[src/rtl/rc6_io_pkg.sv]
// Shared types and constants for the RC6 chip-level I/O front-end.
package rc6_io_pkg;

   localparam int BLK_W = 128;

   typedef enum logic [1:0] {S_LOAD, S_ISSUE, S_WAIT, S_STORE} state_t;

   function automatic int beats(input int bus_w);
      return BLK_W / bus_w;
   endfunction

endpackage

[src/rtl/rc6_blk_fifo.sv]
// Block-wide synchronous FIFO; head is presented combinationally, count tracks occupancy.
module rc6_blk_fifo #(
   parameter int W     = 128,
   parameter int DEPTH = 2,
   localparam int PW   = (DEPTH > 1) ? $clog2(DEPTH) : 1,
   localparam int CW   = $clog2(DEPTH + 1)
) (
   input  logic          clk,
   input  logic          reset,
   input  logic          zset,
   input  logic          push,
   input  logic [W-1:0]  din,
   input  logic          pop,
   output logic [W-1:0]  head,
   output logic [CW-1:0] count,
   output logic          full,
   output logic          empty
);

   logic [W-1:0]  mem [DEPTH];
   logic [PW-1:0] wr_ptr, rd_ptr;
   logic          push_ok, pop_ok;

   assign full    = (count == CW'(DEPTH));
   assign empty   = (count == '0);
   assign push_ok = push && !full;
   assign pop_ok  = pop && !empty;
   assign head    = mem[rd_ptr];

   function automatic logic [PW-1:0] nxt(input logic [PW-1:0] p);
      return (p == PW'(DEPTH - 1)) ? '0 : p + PW'(1);
   endfunction

   always_ff @(posedge clk) begin
      if (push_ok) mem[wr_ptr] <= din;
   end

   always_ff @(posedge clk or posedge reset) begin
      if (reset) begin
         wr_ptr <= '0;
         rd_ptr <= '0;
         count  <= '0;
      end else if (zset) begin
         wr_ptr <= '0;
         rd_ptr <= '0;
         count  <= '0;
      end else begin
         if (push_ok) wr_ptr <= nxt(wr_ptr);
         if (pop_ok)  rd_ptr <= nxt(rd_ptr);
         case ({push_ok, pop_ok})
            2'b10:   count <= count + CW'(1);
            2'b01:   count <= count - CW'(1);
            default: count <= count;
         endcase
      end
   end

endmodule

[src/rtl/rc6_chip_io.sv]
// Narrow pad bus to 128-bit RC6 core adapter: beat assembly, core handshake,
// result FIFO and beat-sliced output stream.
module rc6_chip_io #(
   parameter int BUS_W = 32,
   parameter int BLK_W = 128,
   parameter int DEPTH = 2,
   parameter int CNT_W = 16
) (
   input  logic             clk,
   input  logic             reset,
   input  logic             zset,
   input  logic             inen,
   input  logic [BUS_W-1:0] data_in,
   input  logic             mode_in,
   output logic             in_ready,
   output logic             core_start,
   output logic [BLK_W-1:0] core_din,
   output logic             core_mode,
   input  logic             core_done,
   input  logic [BLK_W-1:0] core_dout,
   output logic             out_valid,
   input  logic             outen,
   output logic [BUS_W-1:0] data_out,
   output logic             fifo_full,
   output logic [CNT_W-1:0] blk_cnt
);

   import rc6_io_pkg::*;

   localparam int BEATS = beats(BUS_W);
   localparam int IW    = (BEATS > 1) ? $clog2(BEATS) : 1;
   localparam int CW    = $clog2(DEPTH + 1);
   localparam logic [IW-1:0] LAST = IW'(BEATS - 1);

   state_t            state_q, state_d;
   logic [IW-1:0]     in_idx, out_idx;
   logic [BLK_W-1:0]  res, head;
   logic [CW-1:0]     count;
   logic              push, fifo_empty, in_acc, out_acc, pop;

   assign in_acc  = inen && in_ready;
   assign out_acc = outen && out_valid;
   assign pop     = out_acc && (out_idx == LAST);

   always_ff @(posedge clk or posedge reset) begin
      if (reset)     state_q <= S_LOAD;
      else if (zset) state_q <= S_LOAD;
      else           state_q <= state_d;
   end

   always_comb begin
      state_d    = state_q;
      in_ready   = 1'b0;
      core_start = 1'b0;
      push       = 1'b0;
      case (state_q)
         S_LOAD: begin
            in_ready = 1'b1;
            if (inen && in_idx == LAST) state_d = S_ISSUE;
         end
         S_ISSUE: begin
            core_start = 1'b1;
            state_d    = S_WAIT;
         end
         S_WAIT: if (core_done) state_d = S_STORE;
         S_STORE: begin
            // count is registered, so a pop this cycle frees the slot only next cycle
            if (count < CW'(DEPTH)) begin
               push    = 1'b1;
               state_d = S_LOAD;
            end
         end
         default: state_d = S_LOAD;
      endcase
   end

   always_ff @(posedge clk or posedge reset) begin
      if (reset) begin
         in_idx    <= '0;
         out_idx   <= '0;
         core_din  <= '0;
         core_mode <= 1'b0;
         res       <= '0;
         blk_cnt   <= '0;
      end else if (zset) begin
         in_idx    <= '0;
         out_idx   <= '0;
         core_din  <= '0;
         core_mode <= 1'b0;
         res       <= '0;
         blk_cnt   <= '0;
      end else begin
         if (in_acc) begin
            core_din[in_idx*BUS_W +: BUS_W] <= data_in;
            if (in_idx == '0) core_mode <= mode_in;
            in_idx <= (in_idx == LAST) ? '0 : in_idx + IW'(1);
         end
         if (state_q == S_WAIT && core_done) res <= core_dout;
         if (push) blk_cnt <= blk_cnt + CNT_W'(1);
         if (out_acc) out_idx <= (out_idx == LAST) ? '0 : out_idx + IW'(1);
      end
   end

   rc6_blk_fifo #(.W(BLK_W), .DEPTH(DEPTH)) u_fifo (
      .clk   (clk),
      .reset (reset),
      .zset  (zset),
      .push  (push),
      .din   (res),
      .pop   (pop),
      .head  (head),
      .count (count),
      .full  (fifo_full),
      .empty (fifo_empty)
   );

   assign out_valid = !fifo_empty;
   // FIFO storage is not reset, so mask the head while empty
   assign data_out  = out_valid ? head[out_idx*BUS_W +: BUS_W] : '0;

endmodule

[config.mk]
export PLATFORM = sky130hd
export DESIGN_NAME = rc6_chip_io
export DESIGN_NICKNAME = d
export VERILOG_FILES = /design/src/rtl/rc6_io_pkg.sv /design/src/rtl/rc6_blk_fifo.sv /design/src/rtl/rc6_chip_io.sv
export SDC_FILE = /design/constraint.sdc
export NUM_CORES = 1
export LEC_CHECK = 0
export BUFFER_PORTS_ARGS = -buffer_cell sky130_fd_sc_hd__buf_4
export CAP_MARGIN = 20
export CORE_MARGIN = 3
export CORE_UTILIZATION = 37
export CTS_BUF_LIST = sky130_fd_sc_hd__clkbuf_4
export CTS_CLUSTER_SIZE = 12
export DETAILED_ROUTE_END_ITERATION = 7
export GPL_TIMING_DRIVEN = 0
export PLACE_DENSITY = 0.54
export SETUP_SLACK_MARGIN = 0.3
export SLEW_MARGIN = 10
export SYNTH_ARGS = -nofsm -noshare
export SYNTH_HDL_FRONTEND = slang
export SYNTH_SLANG_ARGS = --single-unit
[constraint.sdc]
create_clock -name clk -period 14.9 [get_ports clk]
set_input_delay 0.745 -clock clk [delete_from_list [all_inputs] [get_ports clk]]
set_output_delay 0.745 -clock clk [all_outputs]
set_load 0.03 [all_outputs]
==> summary.txt <==
==================================================================================================
Average cell area after synthesis                                                         17.6 um2
Initial Util                                                                                 37.5%
Count of placed standard cells in the final layout, fillers left out                         2,628
Total power density per cell area                                                       117 nW/um2
Most used flip-flop cell after synthesis                                              sky130_fd_sc_hd__dfrtp_1
Post-synthesis cell type count                                                                  40
Worst setup skew after layout                                                            0.0637 ns
Setup Total Neg Slack                                                                         0 ns
Die area                                                                                57,600 um2
Count of input and output buffers                                                              347
Delay-heaviest family, CP                                                             buffers and inverters
Netlist area before placement                                                           20,300 um2
Net count after synthesis                                                                    1,329
Clock tree from TritonCTS                                                                     done
Detailed Route Iter0 Violations                                                                763
Worst Path Max Fanout                                                                           10
Cell area reported after detailed placement                                             24,000 um2
Register bit count reported by yosys                                                           539
Mapped Cells                                                                                 1,150
Final Instance Area                                                                     27,600 um2
Leakage                                                                                  0.0125 uW
Crit. Startpoint                                                                      u_fifo.count[1]
Max cap viols                                                                                    0
Final Max Slew Viols                                                                             0
Startpoint of the most critical hold path                                                     inen
Hold violation count in the final report                                                         0
Area of the multi-input gates                                                             5040 um2
Max_slew headroom                                                                            35.9%
Cell Rows                                                                                       85
# placed instances                                                                           2,202
Number of gates resized after CTS                                                                0
Part of the cycle the worst path needs                                                       27.0%
Most frequent cell after synthesis                                                    sky130_fd_sc_hd__dfrtp_1
Clock root buffer                                                                     sky130_fd_sc_hd__clkbuf_4
Number of nets still failing antenna checks after routing                                        0
Number of inserted filler cells in the final layout                                          4,621
Class of the tightest hold or removal check                                           input port to flop
Ports                                                                                          348
Global route overflow                                                                            0
Number of iterations in the first detailed-routing pass                                          5
Slowest cell on the critical path                                                     sky130_fd_sc_hd__nor2_1
Synth top area share                                                                         37.9%
Fraction of layout instances using a drive strength above 1                                  38.3%
Clock sinks                                                                                    539
CP max stage delay                                                                         0.75 ns
Vias after detailed routing                                                                 13,402
Total length of routed wires                                                             59,500 um
Critical path required time                                                               14.16 ns
Number of flops mapped to enable cells by yosys                                                256
Category of the most critical setup path                                              flop to output pin
Drt drc                                                                                          0
Horizontal die dimension                                                                    240 um
Height of the die                                                                           240 um
Placeable Area                                                                          54,000 um2
Minimum period implied by the final worst setup slack                                      4.03 ns
Data arrival time of the critical path                                                     3.28 ns
Number of H-tree levels                                                                          4
Run status                                                                            finished clean
Main area contributors after synthesis                                                sky130_fd_sc_hd__edfxtp_1, sky130_fd_sc_hd__dfrtp_1, sky130_fd_sc_hd__a22o_1
First-pass GRT wire length                                                               88,700 um
Kind of end point of the critical path                                                  output pin
Number of failing setup endpoints in the final timing report                                     0
Post-layout nets                                                                             1,993
Async S/R FF share, synth                                                                    52.5%
Setup repair after global routing missed its margin                                             no
Synth warnings                                                                                   0
Overall fraction of global-route tracks in use                                               20.8%
Inserted Clock Buffers                                                                         144
Worst path cell trace                                                                 buf_2, nor2_1, clkbuf_1, inv_1, buf_4
Number of antenna violations at the first check in global routing                                8
Largest area contributor in the synthesized netlist                                   sky130_fd_sc_hd__edfxtp_1
HPWL Detailed                                                                            38,700 um
Highest ir drop seen on vdd                                                            0.0000658 V
Clock transition time at the flip-flop clock pins of the worst setup and hold paths        0.06 ns
Area occupied by registers                                                              14,800 um2
Timing-limited maximum frequency                                                           248 MHz
Commonest cells in the netlist                                                        sky130_fd_sc_hd__dfrtp_1, sky130_fd_sc_hd__a22o_1, sky130_fd_sc_hd__edfxtp_1
Crit Reg-Reg Startpoint                                                                 state_q[1]
Worst slew pin tran                                                                       0.958 ns
CP Buf/Inv Count                                                                                 4
Placer's final routability congestion estimate                                               0.788
Crit start category                                                                           flop
Maximum number of pins on one net before global-route repair                                   116
Fraction of the yosys area taken by sequential cells                                         72.8%
Vias per std cell                                                                             5.10
Number of global-route vias before repair                                                   14,457
Average routed wire per standard cell                                                      22.6 um
P&R area growth vs syn                                                                       35.9%
Longest Clk Path Bufs                                                                            3
Source-to-sink clock delay at the later pin of the worst-skew pair                         0.96 ns
==================================================================================================
## final cells by class
class	instances	share of cell area, %
sequential	539	53.6
multi-input combinational	521	18.3
timing repair buffer	518	16.1
clock buffer	228	6.21
tap	696	3.16
buffer	83	1.65
clock inverter	25	0.763
inverter	7	0.123
antenna	11	0.0999
## stage by stage
step / setup WS (ns) / total power (uW) / utilization, % / hold slack (ns)
2_1_floorplan: 6.35 / 1730 / - / 0.442
3_3_place_gp: 2.24 / 1850 / 44.0 / 0.449
3_5_place_dp: 11.80 / 1850 / 44.4 / 0.454
6_report: 10.87 / 3230 / 51.0 / 0.151
5_1_grt: 10.61 / 3370 / 51.0 / 0.0436
4_1_cts: 10.71 / 3270 / 50.9 / 0.0224
## timing repair
item / in CTS / in global routing
hold endpoints to repair: 325 / 0
hold buffers: 162 / 0
buffers inserted: 0 / 0
## flip-flops by register name (all words and copies together), names as in the netlist
| name | count |
|---|---|
| core_mode | 1 |
| in_idx | 2 |
| out_idx | 2 |
| u_fifo.count | 2 |
| u_fifo.rd_ptr | 1 |
| core_din | 128 |
| u_fifo.mem | 256 |
| res | 128 |
| state_q | 2 |
| u_fifo.wr_ptr | 1 |
| blk_cnt | 16 |
## path summary, 6_finish.rpt
path	end	slack, ns	cells after the start
setup / recovery	out_valid	10.87	5
hold / removal	in_idx[1]	0.15	4
setup reg to reg	u_fifo.mem[1][19]	12.28	5
hold reg to reg	u_fifo.mem[1][123]	0.43	0
max in group asynchronous	core_din[48]	13.45	4
min in group asynchronous	blk_cnt[9]	0.39	3
## kinds of logic after synthesis
family | Yosys count | synth area share [%]
simple gates | 118 | 2.90
xor+xnor | 12 | 0.518
compound gates | 277 | 11.6
fa+ha+maj | 12 | 0.740
mux | 102 | 9.01
buf+inv | 90 | 2.37
flops | 539 | 72.8
## power by group
group          total, uW  leakage [uW]  internal (uW)  switching (uW)
Clock               1370       0.00116            760             613
Combinational        260       0.00451            111             149
Sequential          1590       0.00686           1580            18.6
Total               3230        0.0125           2450             781
## worst register-to-register path, stage by stage, from the launching register on
cell and delay [ns]:
sky130_fd_sc_hd__dfrtp_1 0.39, sky130_fd_sc_hd__ha_1 0.33, sky130_fd_sc_hd__nor2b_1 0.32, sky130_fd_sc_hd__buf_2 0.30, sky130_fd_sc_hd__and2_4 0.53, sky130_fd_sc_hd__buf_16 0.37
## cells in the final DEF (no fill, tap or decap), drive strengths merged, types with 9 or more instances in the layout
master       Yosys  layout
a22o           256     256
edfxtp         256     256
buf             67     423
nor2b            9       9
nand2           17      17
clkinv           0      15
diode            0      11
nand3           10      10
ha              12      12
clkbuf          16     244
dlygate4sd3      0     162
dfrtp          283     283
nor2            57      57
a21oi           14      14
mux2i           34      34
mux4            64      64
inv              7      12
## per-layer routing
| metal | vias up | share of wire (%) | global-route usage, % |
|---|---|---|---|
| met5 | - | 0.049 | 0 |
| met2 | 484 | 48 | 33.4 |
| met1 | 6873 | 42 | 26.5 |
| met4 | 4 | 1.5 | 6.48 |
| li1 | 5962 | - | - |
| met3 | 79 | 8.2 | 7.57 |
No activity file was read; power rests on OpenSTA's default activity.
